**src/rtl/acc_pkg.sv**
```systemverilog
// Shared package for the partial-sum accumulator/writer: FSM state
// encoding and default datapath widths.
package acc_pkg;

  localparam int PSUM_W_DEF     = 34;
  localparam int ACC_W_DEF      = 40;
  localparam int OUT_W_DEF      = 16;
  localparam int ADDR_W_DEF     = 8;
  localparam int NUM_OUT_DEF    = 256;
  localparam int FRAC_SHIFT_DEF = 4;

  typedef enum logic [1:0] {
    IDLE,
    ACCUM,
    WRITE,
    DONE
  } state_t;

endpackage

```
**src/rtl/acc_quant.sv**
```systemverilog
// acc_quant: arithmetic shift, optional ReLU, signed saturation to OUT_W.
// Ports: acc (ACC_W accumulator in), q (OUT_W word out). Macro PSUM_ACC_RELU_EN.
module acc_quant
  import acc_pkg::*;
#(
  parameter int ACC_W      = ACC_W_DEF,
  parameter int OUT_W      = OUT_W_DEF,
  parameter int FRAC_SHIFT = FRAC_SHIFT_DEF
) (
  input  logic [ACC_W-1:0] acc,
  output logic [OUT_W-1:0] q
);

  logic [ACC_W-1:0] sh;
  logic             fits;

  always_comb begin
    sh = $unsigned($signed(acc) >>> FRAC_SHIFT);
`ifdef PSUM_ACC_RELU_EN
    if (sh[ACC_W-1]) sh = '0;
`endif
    // value fits when all bits above the OUT_W sign bit copy it
    fits = (&sh[ACC_W-1:OUT_W-1]) | ~(|sh[ACC_W-1:OUT_W-1]);
    if (fits) q = sh[OUT_W-1:0];
    else      q = {sh[ACC_W-1], {(OUT_W-1){~sh[ACC_W-1]}}};
  end

endmodule

```
**src/rtl/psum_acc_writer.sv**
```systemverilog
// psum_acc_writer: accumulates MAC partial sums per pixel, writes quantised
// result to obuf. Ports: clk, rst_n, start, psum_i/valid/last/ready,
// obuf_ena/wea/addr/din, done, ovf_o. Macro PSUM_ACC_RELU_EN adds ReLU.
module psum_acc_writer
  import acc_pkg::*;
#(
  parameter int PSUM_W     = PSUM_W_DEF,
  parameter int ACC_W      = ACC_W_DEF,
  parameter int OUT_W      = OUT_W_DEF,
  parameter int ADDR_W     = ADDR_W_DEF,
  parameter int NUM_OUT    = NUM_OUT_DEF,
  parameter int FRAC_SHIFT = FRAC_SHIFT_DEF
) (
  input  logic              clk,
  input  logic              rst_n,
  input  logic              start,
  input  logic [PSUM_W-1:0] psum_i,
  input  logic              psum_valid_i,
  input  logic              psum_last_i,
  output logic              psum_ready_o,
  output logic              obuf_ena,
  output logic              obuf_wea,
  output logic [ADDR_W-1:0] obuf_addr,
  output logic [OUT_W-1:0]  obuf_din,
  output logic              done,
  output logic              ovf_o
);

  localparam logic [ADDR_W-1:0] LAST_CNT = ADDR_W'(NUM_OUT - 1);
  localparam logic [ACC_W-1:0]  ACC_MAX  = {1'b0, {(ACC_W-1){1'b1}}};
  localparam logic [ACC_W-1:0]  ACC_MIN  = {1'b1, {(ACC_W-1){1'b0}}};

  state_t            state_q;
  state_t            state_d;
  logic [ACC_W-1:0]  acc_q;
  logic [ACC_W-1:0]  acc_add;
  logic [ACC_W:0]    sum;
  logic [ADDR_W-1:0] cnt_q;
  logic [OUT_W-1:0]  quant;
  logic              beat;
  logic              sat;

  assign beat = (state_q == ACCUM) && psum_valid_i;

  // one guard bit catches signed overflow of the accumulate
  assign sum = {acc_q[ACC_W-1], acc_q}
             + {{(ACC_W+1-PSUM_W){psum_i[PSUM_W-1]}}, psum_i};
  assign sat = sum[ACC_W] ^ sum[ACC_W-1];

  always_comb begin
    acc_add = sum[ACC_W-1:0];
    if (sat) acc_add = sum[ACC_W] ? ACC_MIN : ACC_MAX;
  end

  // quantise the sum including the current beat so the
  // write data is ready when WRITE is entered
  acc_quant #(
    .ACC_W      (ACC_W),
    .OUT_W      (OUT_W),
    .FRAC_SHIFT (FRAC_SHIFT)
  ) u_quant (
    .acc (acc_add),
    .q   (quant)
  );

  always_comb begin
    state_d = state_q;
    unique case (state_q)
      IDLE:    if (start) state_d = ACCUM;
      ACCUM:   if (beat && psum_last_i) state_d = WRITE;
      WRITE:   state_d = (cnt_q == LAST_CNT) ? DONE : ACCUM;
      DONE:    state_d = IDLE;
      default: state_d = IDLE;
    endcase
  end

  always_ff @(posedge clk or negedge rst_n) begin
    if (!rst_n) begin
      state_q      <= IDLE;
      psum_ready_o <= 1'b0;
      obuf_ena     <= 1'b0;
      obuf_wea     <= 1'b0;
      done         <= 1'b0;
    end else begin
      state_q      <= state_d;
      psum_ready_o <= (state_d == ACCUM);
      obuf_ena     <= (state_d == WRITE);
      obuf_wea     <= (state_d == WRITE);
      done         <= (state_d == DONE);
    end
  end

  always_ff @(posedge clk or negedge rst_n) begin
    if (!rst_n) begin
      acc_q <= '0;
      cnt_q <= '0;
      ovf_o <= 1'b0;
    end else begin
      if (state_q == IDLE && start) begin
        acc_q <= '0;
        cnt_q <= '0;
        ovf_o <= 1'b0;
      end
      if (beat) begin
        acc_q <= acc_add;
        if (sat) ovf_o <= 1'b1;
      end
      if (state_q == WRITE) begin
        acc_q <= '0;
        cnt_q <= cnt_q + 1'b1;
      end
    end
  end

  always_ff @(posedge clk or negedge rst_n) begin
    if (!rst_n) begin
      obuf_addr <= '0;
      obuf_din  <= '0;
    end else if (beat && psum_last_i) begin
      obuf_addr <= cnt_q;
      obuf_din  <= quant;
    end
  end

endmodule

```
**config.mk**
```make
export PLATFORM = sky130hd
export DESIGN_NAME = psum_acc_writer
export DESIGN_NICKNAME = d
export VERILOG_FILES = /design/src/rtl/acc_pkg.sv /design/src/rtl/acc_quant.sv /design/src/rtl/psum_acc_writer.sv
export SDC_FILE = /design/constraint.sdc
export NUM_CORES = 1
export LEC_CHECK = 0
export CORE_ASPECT_RATIO = 1.25
export CORE_MARGIN = 2
export CORE_UTILIZATION = 52
export DETAILED_ROUTE_END_ITERATION = 8
export PLACE_DENSITY = 0.8
export SETUP_SLACK_MARGIN = 0.05
export SYNTH_ARGS = -nofsm -noshare
export SYNTH_HDL_FRONTEND = slang
export SYNTH_SLANG_ARGS = --single-unit
export TNS_END_PERCENT = 20
```
**constraint.sdc**
```tcl
create_clock -name clk -period 4.9 [get_ports clk]
set_clock_uncertainty 0.1 [all_clocks]
set_input_delay 0.98 -clock clk [delete_from_list [all_inputs] [get_ports clk]]
set_output_delay 0.98 -clock clk [all_outputs]
set_load 0.02 [all_outputs]
```
# Word-level counts from Yosys, hierarchy flattened
# Index checks and enable logic that the tools add are counted.
[word_totals]
register_bits = 78
output_inout_bits = 29
elab_cells = 45
[op_classes]
n_addsub = 2
eq_ne = 7
muxes = 15
bitwise = 4
n_reduce_logical = 8
[ops]
columns = ["op", "count"]
rows = [
  ["2-to-1 mux 40 bit", 5],
  ["adder 40 x 34 -> 41 bit", 1],
  ["AND reduction 21 bit", 1],
  ["OR reduction 21 bit", 1],
  ["2-to-1 mux 16 bit", 1],
  ["2-to-1 mux 8 bit", 2],
  ["adder 8 x 1 -> 8 bit, second input constant", 1],
  ["equality test 2 bit, second input constant", 4],
  ["equality test 8 bit, second input constant", 1],
  ["case mux 2 bit (4 select lines)", 1],
  ["2-to-1 mux 2 bit", 3],
  ["equality test 2 x 1 -> 1 bit, second input constant", 2],
  ["logical AND 1 bit", 3],
  ["2-to-1 mux 1 bit", 3],
  ["nonzero test 3 bit", 1],
  ["logical NOT 2 bit", 1],
  ["inverter 1 bit", 2],
  ["nonzero test 2 bit", 1],
  ["OR 1 bit", 1],
  ["bitwise XOR 1 bit", 1],
]

# Depth between registers and ports, before layout
[logic_depth]
word_depth = 7
mapped_depth = 24

# Modules after synthesis
# From an unflattened synthesis, not the netlist that was laid out.
[unflattened]
hier_cells = 755
hier_area_um2 = 6590.1
[by_module_without_submodules]
columns = ["module", "instances", "cells_each", "area_per_inst_um2", "seq_area_each_um2"]
rows = [
  ["psum_acc_writer", 1, 720, 6306.0, 1951.9],
  ["acc_quant", 1, 35, 284.0, 0.0],
]

# Worst setup path after synthesis
# No wires, ideal clock.
[synth_path]
path_type = "input -> register"
start = "in psum_i[23]"
end = "reg obuf_din[10]"
t_arrival_ns = 5.767
required_time_ns = 4.658
path_slack_ns = -1.109
path_stages = 23
n_path_buf = 3
path_cell_list = "ha_1 -> clkbuf_1 -> nand4_1 -> or3_1 -> nor4_1 -> o21ai_0 -> o21ai_0 -> a21oi_1 -> o21bai_1 -> xor2_1 -> ha_1 -> clkbuf_1 -> clkinv_1 -> nand3_1 -> a41oi_1 -> a221oi_2 -> a2111oi_2 -> nand4_1 -> or4_4 -> o31ai_4 -> buf_6 -> a32o_1 -> a21oi_1"
[synth_via]
elab_chain_len = 7
elab_cells_between_ends = 10
cone_classes = "1 x add/sub; 3 x mux; 4 x bitwise; 2 x reduce/logical"
[synth_lines]
columns = ["element", "line", "text"]
rows = [
  ["start: declaration", "psum_acc_writer.sv:17", "input logic [PSUM_W-1:0] psum_i,"],
  ["adder 40 x 34 -> 41 bit (*)", "psum_acc_writer.sv:47", "+ {{(ACC_W+1-PSUM_W){psum_i[PSUM_W-1]}}, psum_i};"],
  ["2-to-1 mux 40 bit or bitwise XOR 1 bit (tied branches)", "psum_acc_writer.sv:52, psum_acc_writer.sv:48", ""],
  ["2-to-1 mux 40 bit (*)", "psum_acc_writer.sv:52", "if (sat) acc_add = sum[ACC_W] ? ACC_MIN : ACC_MAX;"],
  ["OR reduction 21 bit", "acc_quant.sv:23", "fits = (&sh[ACC_W-1:OUT_W-1]) | ~(|sh[ACC_W-1:OUT_W-1]);"],
  ["inverter 1 bit", "acc_quant.sv:23", ""],
  ["OR 1 bit", "acc_quant.sv:23", ""],
  ["2-to-1 mux 16 bit (*)", "acc_quant.sv:24", "if (fits) q = sh[OUT_W-1:0];"],
  ["end signal: assignment", "psum_acc_writer.sv:121", "obuf_din <= quant;"],
  ["end: declaration", "psum_acc_writer.sv:24", "output logic [OUT_W-1:0] obuf_din,"],
]
# Mark *: on every way between the ends. The rest lies on a longest branch, timed or not.
# A chain may end at the register's enable or synchronous reset.

# Final worst setup path
[layout_path]
start = "in psum_i[10]"
end = "reg obuf_din[12]"
# Same word-level chain as after synthesis.

==> metrics.yaml <==
switchingPower_mw: 4.62
clock_sinks: 78
core-area_um2: 12000
layout-drive-gt1-share: 0.410
mostFrequentLayoutCell: "buf_4"
grt_max_degree: 79
rows: 45
final_cell_mix: "buf_4, nand2_1, dfrtp_1"
cp-start-kind: "input pin"
syn_nets: 882
outcome: "finished with violations"
p_per_area_nw_per_um2: 900
multiInputGateArea_um2: 4970
ant_nets: 0
viasPerCell: 6.71
max-slew-margin-rel: 0.293
yosysSeqAreaShare: 0.309
critical_path_class: "input pin to flop"
swShare: 0.483
final-setup-viol-count: 15
drv_slew: 0
fmax_ghz: 0.174
fillerInstances: 573
path_buf_inv: 5
synth_cell_types: 73
grt_pass1_wl_mm: 46.8
critical_path.cell_chain: "dlygate4sd2_1, ha_4, nand2_1, nand2_2, a41oi_4, nor4_4, o21ai_1, o21ai_1, a21oi_1, o21bai_1, xor2_1, ha_1, buf_12, buf_4, nor4_4, a221oi_4, a2111oi_4, nand4_1, or4_4, o31ai_4, buf_6, buf_8, a32o_2, a21oi_2"
drc: 2
drt_pass1_iterations: 9
fin_ws_ns: -0.856
drt_iter0_markers: 1061
power.share.sequential: 0.114
synthArstFlopShare: 1.00
utilization: 0.886
finalNetCount: 1235
cap_viol_max_count: 0
h-tree-depth: 3
dpl-instance-area_um2: 8850
die_height_um: 127
worstPathRequired_ns: 5.02
fin_area_um2: 10600
synth_edf_count: 0
grt.overflow.total: 0
power_leakage_nw: 4.82
slowest_stage: "or4_4"
cts_hold_buf: 0
syn-instance-count: 799
boundaryPins: 68
hold_path_class: "flop to flop"
power.clock.fraction: 0.079
dieWidth_um: 103
clk_pin_slew_worst_paths_ns: 0.07
tritoncts: "built"
antenna_found_initial: 1
grt_pass1_vias: 8953
routed_wl_mm: 32.7
syn_avg_cell_area_um2: 7.91
vias: 8865
start_util: 0.527
violations: "design-rule violations, negative setup slack"
worst_skew_pair.late_latency_ns: 0.36
wl_per_cell_um: 24.8
synthFlopType: "dfrtp_1"
root_buffer: "clkbuf_16"
rsz0062_at_grt: "yes"
slowest_delay_ns: 0.45
antenna_cells: 0
regArea_um2: 1950
ys_seq_elements: 78
gp_congestion: 0.988
cts_max_path_buffers: 2
synthToLayoutAreaGrowth_pct: 68.2
setup_tns_ns: -12.45
numCtsBuffers: 9
io_buffers: 67
yosysWarningCount: 0
cp.arrival_ns: 5.88
period_needed_ns: 5.76
hold_viol: 0
crit_path_max_fanout: 8
grt_usage: 0.467
finalCritPeriodShare: 1.17
place_hpwl_mm: 17.5
worst_pin_slew_ns: 1.06
combPwrFrac: 0.807
internal_power_mw: 4.95
dieArea_um2: 13100
end_kind: "flop"
cpLargestDelayFamily: "simple AND/OR/NAND/NOR gates"
peakVddDrop_v: 0.000756
synth_area_um2: 6320
whs_ns: 0.387
[power by group through the flow]
stage	logic, mW	clock network, mW	registers [mW]
floorplan	2.91	0	1.10
global placement	5.47	0	1.04
detailed placement	5.60	0	1.04
CTS	6.70	0.735	1.07
global route	8.04	0.766	1.11
finish	7.72	0.757	1.09
[final timing paths]
kind | cells after the start | slack (ns) | from | endpoint
setup / recovery | 24 | -0.86 | psum_i[10] | obuf_din[12]
max in group asynchronous | 1 | 3.30 | rst_n | acc_q[19]
hold / removal | 2 | 0.39 | obuf_addr[2] | obuf_addr[2]
setup reg to reg | 23 | -0.56 | acc_q[4] | obuf_din[12]
min in group asynchronous | 1 | 0.68 | rst_n | obuf_din[3]
hold reg to reg | 2 | 0.39 | obuf_addr[2] | obuf_addr[2]
[kinds of logic after synthesis]
logic type / Yosys count / synth area share
compound gates: 263 / 0.273
xor+xnor: 28 / 0.0388
fa+ha+maj: 44 / 0.0883
buf+inv: 55 / 0.0356
flops: 78 / 0.309
mux: 6 / 0.0101
simple gates: 325 / 0.245
[stage by stage]
step / setup WS, ns / power (mW) / std cells
2_1_floorplan: -0.439 / 4.02 / 799
3_5_place_dp: -1.46 / 6.64 / 1204
6_report: -0.856 / 9.57 / 1321
4_1_cts: -0.396 / 8.51 / 1314
5_1_grt: -0.987 / 9.91 / 1321
3_3_place_gp: -1.25 / 6.50 / 1204
[layout make-up]
| class | instances | area share |
|---|---|---|
| repair buffers | 384 | 0.295 |
| clock buffers | 9 | 0.0212 |
| clock inverters | 7 | 0.00824 |
| multi-input cells | 666 | 0.468 |
| inverters | 13 | 0.00530 |
| well taps | 164 | 0.0193 |
| flip-flops and latches | 78 | 0.184 |
[layer usage]
metal,track usage,part of all wire,up-vias
met5,0,0,-
met4,0.355,0.11,0
met3,0.115,0.11,317
met2,0.745,0.44,827
li1,-,-,3653
met1,0.528,0.33,4068
[worst min-delay path, stage by stage, from the launching register on]
cell and delay, ns:
dfrtp_1 0.35, nand2_1 0.05, nand2_1 0.06
[registers in the layout (all words and copies together) (netlist names)]
register / count
cnt_q: 8
acc_q: 40
state_q: 2
done: 1
psum_ready_o: 1
obuf_din: 16
obuf_addr: 8
obuf_wea: 1
ovf_o: 1
[cell usage after synthesis (4+ instances only)]
| cell type | n | area share |
|---|---|---|
| buf_1 | 5 | 0.0030 |
| a211oi_1 | 6 | 0.0071 |
| and2_1 | 8 | 0.0079 |
| a22o_1 | 9 | 0.012 |
| nor4_1 | 7 | 0.0069 |
| a32o_1 | 8 | 0.013 |
| ha_1 | 43 | 0.085 |
| nand4b_1 | 4 | 0.0055 |
| a21boi_0 | 15 | 0.018 |
| o21ai_0 | 77 | 0.061 |
| nand2b_1 | 6 | 0.0059 |
| inv_1 | 12 | 0.0071 |
| nand3_1 | 11 | 0.0087 |
| or3_1 | 9 | 0.0089 |
| o211ai_1 | 8 | 0.0095 |
| xor2_1 | 14 | 0.019 |
| a21oi_1 | 63 | 0.050 |
| nand4_1 | 21 | 0.021 |
| or2_2 | 5 | 0.0050 |
| o21bai_1 | 7 | 0.0083 |
| xnor2_1 | 14 | 0.019 |
| and3_1 | 11 | 0.011 |
| a31oi_1 | 5 | 0.0050 |
| nor2b_1 | 5 | 0.0050 |
| buf_2 | 6 | 0.0048 |
| nor3_1 | 21 | 0.017 |
| nand2_1 | 131 | 0.078 |
| a311oi_1 | 5 | 0.0069 |
| nor2_1 | 69 | 0.041 |
| o21ai_1 | 4 | 0.0032 |
| dfrtp_1 | 78 | 0.31 |
| o21a_1 | 5 | 0.0059 |
| a22oi_1 | 8 | 0.0095 |
| clkbuf_1 | 29 | 0.017 |
| a21o_1 | 14 | 0.017 |
[what timing repair did]
| item | in CTS | in global routing |
|---|---|---|
| endpoints found under the setup margin | 20 | 17 |
| gates resized for setup | 192 | 31 |
| setup buffers | 91 | 7 |
| cloned | 3 | 0 |
| pin swaps | 80 | 32 |
(Power assumes the default switching activity.)
